==> src/rtl/axi_depacketizer.sv <==
// rtl/axi_depacketizer.sv - byte-stream packet parser that reassembles 32-bit samples
module axi_depacketizer #(
    parameter int DATA_W = 32,
    parameter int USER_W = 8
) (
    input  logic              clk,
    input  logic              rst,
    input  logic [7:0]        s_axis_tdata,
    input  logic              s_axis_tvalid,
    output logic              s_axis_tready,
    input  logic              s_axis_tlast,
    output logic [DATA_W-1:0] m_axis_tdata,
    output logic [USER_W-1:0] m_axis_tuser,
    output logic              m_axis_tvalid,
    input  logic              m_axis_tready,
    output logic              m_axis_tlast,
    output logic [31:0]       pkt_timestamp,
    output logic [7:0]        pkt_channel,
    output logic [7:0]        pkt_count,
    output logic [15:0]       pkt_err_flags,
    output logic              pkt_done,
    output logic [2:0]        pkt_err,
    output logic [15:0]       good_cnt,
    output logic [15:0]       bad_cnt
);

    typedef enum logic [3:0] {
        S_IDLE, S_HDR, S_TS, S_CHN, S_CNT, S_PAY, S_INFO, S_TERM, S_DROP
    } state_t;

    localparam logic [2:0] ERR_OK    = 3'd0;
    localparam logic [2:0] ERR_HDR   = 3'd1;
    localparam logic [2:0] ERR_TRUNC = 3'd2;
    localparam logic [2:0] ERR_OVR   = 3'd3;
    localparam logic [2:0] ERR_TERM  = 3'd4;

    function automatic logic [7:0] hdr_byte(input logic [1:0] k);
        case (k)
            2'd0:    hdr_byte = 8'h44;
            2'd1:    hdr_byte = 8'h51;
            2'd2:    hdr_byte = 8'h41;
            default: hdr_byte = 8'h30;
        endcase
    endfunction

    state_t              r_state, w_next;
    logic [9:0]          r_idx;
    logic [23:0]         r_asm;
    logic [31:0]         r_ts;
    logic [7:0]          r_channel;
    logic [7:0]          r_count;
    logic [15:0]         r_flags;
    logic [15:0]         r_err_flags;
    logic [15:0]         r_good;
    logic [15:0]         r_bad;
    logic                r_rdy;
    logic                r_m_tvalid;
    logic [DATA_W-1:0]   r_m_tdata;
    logic [USER_W-1:0]   r_m_tuser;
    logic                r_m_tlast;

    logic                w_xfer;
    logic                w_done;
    logic [2:0]          w_err;
    logic                w_load;
    logic [7:0]          w_hdr_exp;
    logic                w_hdr_bad;
    logic                w_pay_last;
    logic [31:0]         w_word;

    assign s_axis_tready = r_rdy && ((r_state != S_PAY) || !r_m_tvalid || m_axis_tready);
    assign w_xfer        = s_axis_tvalid && s_axis_tready;
    assign w_hdr_exp     = (r_state == S_IDLE) ? 8'h44 : hdr_byte(r_idx[1:0] + 2'd1);
    assign w_hdr_bad     = (s_axis_tdata != w_hdr_exp);
    assign w_pay_last    = (r_idx == ({r_count, 2'b00} - 10'd1));
    assign w_word        = {s_axis_tdata, r_asm};

    // Byte index restarts whenever the state changes or a packet closes.
    always_ff @(posedge clk or posedge rst) begin
        if (rst) begin
            r_state <= S_IDLE;
            r_idx   <= '0;
            r_rdy   <= 1'b0;
        end else begin
            r_rdy <= 1'b1;
            if (w_xfer) begin
                r_state <= w_next;
                r_idx   <= (w_next != r_state || w_next == S_IDLE) ? 10'd0 : r_idx + 10'd1;
            end
        end
    end

    always_comb begin
        w_next = r_state;
        if (w_xfer) begin
            case (r_state)
                S_IDLE, S_HDR: begin
                    if (w_hdr_bad)
                        w_next = s_axis_tlast ? S_IDLE : S_DROP;
                    else if (s_axis_tlast)
                        w_next = S_IDLE;
                    else if (r_state == S_IDLE)
                        w_next = S_HDR;
                    else if (r_idx[1:0] == 2'd2)
                        w_next = S_TS;
                end
                S_TS:    w_next = s_axis_tlast ? S_IDLE : (r_idx[1:0] == 2'd3) ? S_CHN : S_TS;
                S_CHN:   w_next = s_axis_tlast ? S_IDLE : S_CNT;
                S_CNT:   w_next = s_axis_tlast ? S_IDLE : (s_axis_tdata == 8'd0) ? S_INFO : S_PAY;
                S_PAY:   w_next = s_axis_tlast ? S_IDLE : w_pay_last ? S_INFO : S_PAY;
                S_INFO:  w_next = s_axis_tlast ? S_IDLE : (r_idx[1:0] == 2'd3) ? S_TERM : S_INFO;
                S_TERM:  w_next = s_axis_tlast ? S_IDLE : S_DROP;
                S_DROP:  w_next = s_axis_tlast ? S_IDLE : S_DROP;
                default: w_next = S_IDLE;
            endcase
        end
    end

    always_comb begin
        w_done = 1'b0;
        w_err  = ERR_OK;
        w_load = 1'b0;
        if (w_xfer) begin
            case (r_state)
                S_IDLE, S_HDR: begin
                    if (w_hdr_bad) begin
                        w_done = 1'b1;
                        w_err  = ERR_HDR;
                    end else if (s_axis_tlast) begin
                        w_done = 1'b1;
                        w_err  = ERR_TRUNC;
                    end
                end
                S_TS, S_CHN, S_CNT, S_INFO: begin
                    w_done = s_axis_tlast;
                    w_err  = s_axis_tlast ? ERR_TRUNC : ERR_OK;
                end
                S_PAY: begin
                    w_done = s_axis_tlast;
                    w_err  = s_axis_tlast ? ERR_TRUNC : ERR_OK;
                    w_load = !s_axis_tlast && (r_idx[1:0] == 2'd3);
                end
                S_TERM: begin
                    w_done = 1'b1;
                    if (!s_axis_tlast)
                        w_err = ERR_OVR;
                    else if (s_axis_tdata != 8'h00)
                        w_err = ERR_TERM;
                end
                default: ;
            endcase
        end
    end

    // Payload and timestamp share the shift assembler; only the top 3 bytes need storing.
    always_ff @(posedge clk or posedge rst) begin
        if (rst) begin
            r_asm       <= '0;
            r_ts        <= '0;
            r_channel   <= '0;
            r_count     <= '0;
            r_flags     <= '0;
            r_err_flags <= '0;
            r_good      <= '0;
            r_bad       <= '0;
        end else begin
            if (w_xfer && (r_state == S_TS || r_state == S_PAY))
                r_asm <= {s_axis_tdata, r_asm[23:8]};
            if (w_xfer && r_state == S_TS && r_idx[1:0] == 2'd3)
                r_ts <= w_word;
            if (w_xfer && r_state == S_CHN)
                r_channel <= s_axis_tdata;
            if (w_xfer && r_state == S_CNT)
                r_count <= s_axis_tdata;
            if (w_xfer && r_state == S_INFO && r_idx[1:0] == 2'd0)
                r_flags[7:0] <= s_axis_tdata;
            if (w_xfer && r_state == S_INFO && r_idx[1:0] == 2'd1)
                r_flags[15:8] <= s_axis_tdata;
            if (w_done && w_err == ERR_OK) begin
                r_err_flags <= r_flags;
                if (r_good != 16'hFFFF)
                    r_good <= r_good + 16'd1;
            end
            if (w_done && w_err != ERR_OK && r_bad != 16'hFFFF)
                r_bad <= r_bad + 16'd1;
        end
    end

    always_ff @(posedge clk or posedge rst) begin
        if (rst) begin
            r_m_tvalid <= 1'b0;
            r_m_tdata  <= '0;
            r_m_tuser  <= '0;
            r_m_tlast  <= 1'b0;
        end else if (w_load) begin
            r_m_tvalid <= 1'b1;
            r_m_tdata  <= DATA_W'(w_word);
            r_m_tuser  <= USER_W'(r_channel);
            r_m_tlast  <= w_pay_last;
        end else if (m_axis_tready) begin
            r_m_tvalid <= 1'b0;
        end
    end

    assign m_axis_tvalid = r_m_tvalid;
    assign m_axis_tdata  = r_m_tdata;
    assign m_axis_tuser  = r_m_tuser;
    assign m_axis_tlast  = r_m_tlast;
    assign pkt_timestamp = r_ts;
    assign pkt_channel   = r_channel;
    assign pkt_count     = r_count;
    assign pkt_err_flags = r_err_flags;
    assign pkt_done      = w_done;
    assign pkt_err       = w_err;
    assign good_cnt      = r_good;
    assign bad_cnt       = r_bad;

endmodule

==> config.mk <==
export PLATFORM = sky130hd
export DESIGN_NAME = axi_depacketizer
export DESIGN_NICKNAME = d
export VERILOG_FILES = /design/src/rtl/axi_depacketizer.sv
export SDC_FILE = /design/constraint.sdc
export NUM_CORES = 1
export LEC_CHECK = 0
export ABC_AREA = 1
export CORE_ASPECT_RATIO = 0.6
export CORE_MARGIN = 2
export CORE_UTILIZATION = 38
export CTS_CLUSTER_DIAMETER = 60
export DETAILED_ROUTE_END_ITERATION = 10
export PLACE_DENSITY_LB_ADDON = 0.25
export SLEW_MARGIN = 20
export SYNTH_ARGS = -nofsm -noshare
export SYNTH_HDL_FRONTEND = slang
export SYNTH_SLANG_ARGS = --single-unit
==> constraint.sdc <==
create_clock -name clk -period 17.2 [get_ports clk]
set_clock_uncertainty 0.2 [all_clocks]
set_input_delay 4.3 -clock clk [delete_from_list [all_inputs] [get_ports clk]]
set_output_delay 4.3 -clock clk [all_outputs]
set_load 0.03 [all_outputs]
==> flow_metrics.env <==
export IMPL_dieArea_mm2=0.0242
export IMPL_rsz0062_at_grt="false"
export IMPL_core_area_mm2=0.0223
export IMPL_area_growth_pct=26.6
export IMPL_drc_errors=0
export IMPL_clockRootBuffer="clkbuf_16"
export IMPL_place_congestion=0.891
export IMPL_via_per_inst=4.75
export IMPL_yosysSeqAreaShare_pct=55.3
export IMPL_initialDrtViolationCount=395
export IMPL_port_buffers=155
export IMPL_yosysWarnings=0
export IMPL_fin_setup_tns_ns=0
export IMPL_synth_top_cells_by_area="dfrtp_1, nand2_1, o21ai_0"
export IMPL_start_kind="input pin"
export IMPL_period_share_pct=64.7
export IMPL_clockBufferDepth=2
export IMPL_hold_path_end="pkt_err_flags[10]"
export IMPL_grt_total_usage_pct=20.1
export IMPL_cts_tree="built"
export IMPL_maxSlewHeadroom_pct=36.9
export IMPL_top_layer_used="met4"
export IMPL_max_cap_violations=0
export IMPL_firstDrtPassIters=5
export IMPL_wl_um=23200
export IMPL_fin_nets=1188
export IMPL_dr_wl_met2_um=8940
export IMPL_syn_area_per_cell_um2=8.49
export IMPL_wl_met3_um=1090
export IMPL_grt_max_degree=123
export IMPL_clkTransAtPathRegs_ns=0.08
export IMPL_vias=7075
export IMPL_fillers=2214
export IMPL_grt_pass1_wl_um=37100
export IMPL_cts_buffers=17
export IMPL_diodes=0
export IMPL_setup_viol=0
export IMPL_yosys_top_cells_count="nand2_1, dfrtp_1, o21ai_0"
export IMPL_clock_latency_ns=0.44
export IMPL_r2r_start="r_state[0]"
export IMPL_fin_crit_ns=11.14
export IMPL_drive_gt1_share_pct=5.25
export IMPL_ant_nets=0
export IMPL_whs_path_depth=2
export IMPL_synth_top_area_cell="dfrtp_1"
export IMPL_rows=42
export IMPL_grt_pass1_vias=6552
export IMPL_wl_per_cell_um=15.6
export IMPL_p_per_area_mw_per_mm2=112
export IMPL_p_leak_nw=5.09
export IMPL_synth_edff_count=0
export IMPL_cts_resized=0
export IMPL_synth_nets=1049
export IMPL_max_vdd_ir_drop_uv=71.8
export IMPL_ys_flop_type="dfrtp_1"
export IMPL_fmax_ghz=0.0898
export IMPL_worstSetupPathType="in2out"
export IMPL_die_h_um=121
export IMPL_grt_overflow=0
export IMPL_fp_dieW_um=200
export IMPL_initial_core_util_pct=39.2
export IMPL_maxSlewViolCount=0
export IMPL_ctsHoldBuffers=0
export IMPL_synth_seq_cells=193
export IMPL_netlist_area_mm2=0.00873
export IMPL_min_delay_start="pkt_err_flags[10]"
export IMPL_synthCells=1028
export IMPL_worstReg2RegEnd="good_cnt[15]"
export IMPL_worst_pin_slew_ns=0.944
export IMPL_htree_levels=4
export IMPL_worstHoldPathType="reg2reg"
export IMPL_cp_end_kind="output pin"
export IMPL_io_pins=156
export IMPL_cts_sinks=193
export IMPL_wirelength_met1_um=13000
export IMPL_hold_violations=0
export IMPL_grt_antenna_before_repair=0
export IMPL_synth_cell_type_count=37
export IMPL_ff2ff_path_depth=10
export IMPL_worst_ep_arrival_time_ns=6.64
export IMPL_p_total_mw=1.24
export IMPL_post_cts_buffers=0
export IMPL_dp_hpwl_um=16700
export IMPL_status="finished, final reports clean"
export IMPL_yosysMostFrequentCell="nand2_1"
export IMPL_cp_max_fo=5
export IMPL_critPathRequiredTime_ns=12.70
export IMPL_async_flop_share_pct=100
export IMPL_synth_top_area_share_pct=55.3
export IMPL_r2r_setup_slack_ns=13.25
-- registers in the layout, indices dropped and copies added, names as in the netlist --
| register | cells |
|---|---|
| m_axis_tdata | 32 |
| pkt_timestamp | 32 |
| r_asm | 24 |
| bad_cnt | 16 |
| good_cnt | 16 |
| pkt_err_flags | 16 |
| r_flags | 16 |
| r_idx | 10 |
| m_axis_tuser | 8 |
| pkt_channel | 8 |
| pkt_count | 8 |
| r_state | 4 |
| m_axis_tlast | 1 |
| m_axis_tvalid | 1 |
| r_rdy | 1 |
-- cell type report --
| type | instances | area [um2] | share of cell area (%) |
|---|---|---|---|
| clock buffers | 18 | 439 | 3.97 |
| well taps | 308 | 385 | 3.48 |
| clock inverters | 14 | 108 | 0.973 |
| flip-flops and latches | 193 | 4830 | 43.7 |
| multi-input cells | 689 | 3310 | 29.9 |
| repair buffers | 158 | 1570 | 14.2 |
| inverters | 108 | 415 | 3.76 |
-- worst max-delay path: stages --
cell,delay (ns)
clkdlybuf4s50_1,0.55
nor3_1,0.39
nand3_2,0.15
nor2_4,0.11
nand2_1,0.11
o21ai_0,0.16
nand2_1,0.11
inv_1,0.08
clkdlybuf4s50_1,0.66
-- routing by layer --
| metal | up-vias | track usage [%] |
|---|---|---|
| met1 | 3360 | 33.0 |
| met4 | 0 | 5.23 |
| met5 | - | 0 |
| li1 | 3555 | - |
| met2 | 146 | 25.9 |
| met3 | 14 | 4.09 |
-- power breakdown --
| part | internal [mW] | leakage, nW | switching [mW] |
|---|---|---|---|
| logic | 0.106 | 2.29 | 0.197 |
| registers | 0.509 | 2.52 | 0.0538 |
| clock network | 0.192 | 0.274 | 0.185 |
-- how the worst max path moves through the flow --
stage / startpoint / end / slack, ns
after floorplan: s_axis_tdata[5] / pkt_err[0] / 7.41
after global placement: s_axis_tdata[5] / pkt_err[1] / 6.13
after detailed placement: s_axis_tdata[5] / pkt_err[1] / 6.06
after CTS: s_axis_tdata[5] / pkt_err[1] / 6.05
after global routing: s_axis_tdata[5] / pkt_err[1] / 5.83
final: s_axis_tdata[3] / pkt_err[1] / 6.06
-- per-stage QoR --
| step | hold slack, ns | setup slack, ns | instances | utilization (%) | instance area [um2] |
|---|---|---|---|---|---|
| CTS | 0.277 | 6.05 | 1488 | 49.6 | 11100 |
| global placement | 0.257 | 6.13 | 1456 | 47.1 | 10500 |
| global route | 0.292 | 5.83 | 1488 | 49.6 | 11100 |
| floorplan | 0.249 | 7.41 | 1028 | - | 8730 |
| finish | 0.270 | 6.06 | 1488 | 49.6 | 11100 |
| detailed placement | 0.259 | 6.06 | 1456 | 47.2 | 10500 |
-- placed cells by master, fill, tap and decap left out, types with 6 or more instances in the layout --
cell type,synthesis,layout
nor4_1,10,10
nand3_1,50,50
dfrtp_1,193,193
o21ai_0,147,147
xnor2_1,13,13
nand4_1,6,6
clkdlybuf4s50_1,0,155
inv_1,103,102
nand2_1,325,323
clkbuf_16,0,17
ha_1,8,8
o21ai_1,11,11
nor2_1,45,43
a21oi_1,11,11
xor2_1,22,22
nor3_1,14,14
-- logic make-up after synthesis --
family                     after synthesis  synth area share, %
xor gates and xnor gates                35                 3.51
DFF                                    193                 55.3
AOI/OAI and AO/OA                      178                 10.5
other                                    1               0.0429
and+or+nand+nor                        467                 22.5
buffers and inverters                  146                 6.99
adders and majority gates                8                 1.15
Power figures use the tool's default switching activity.
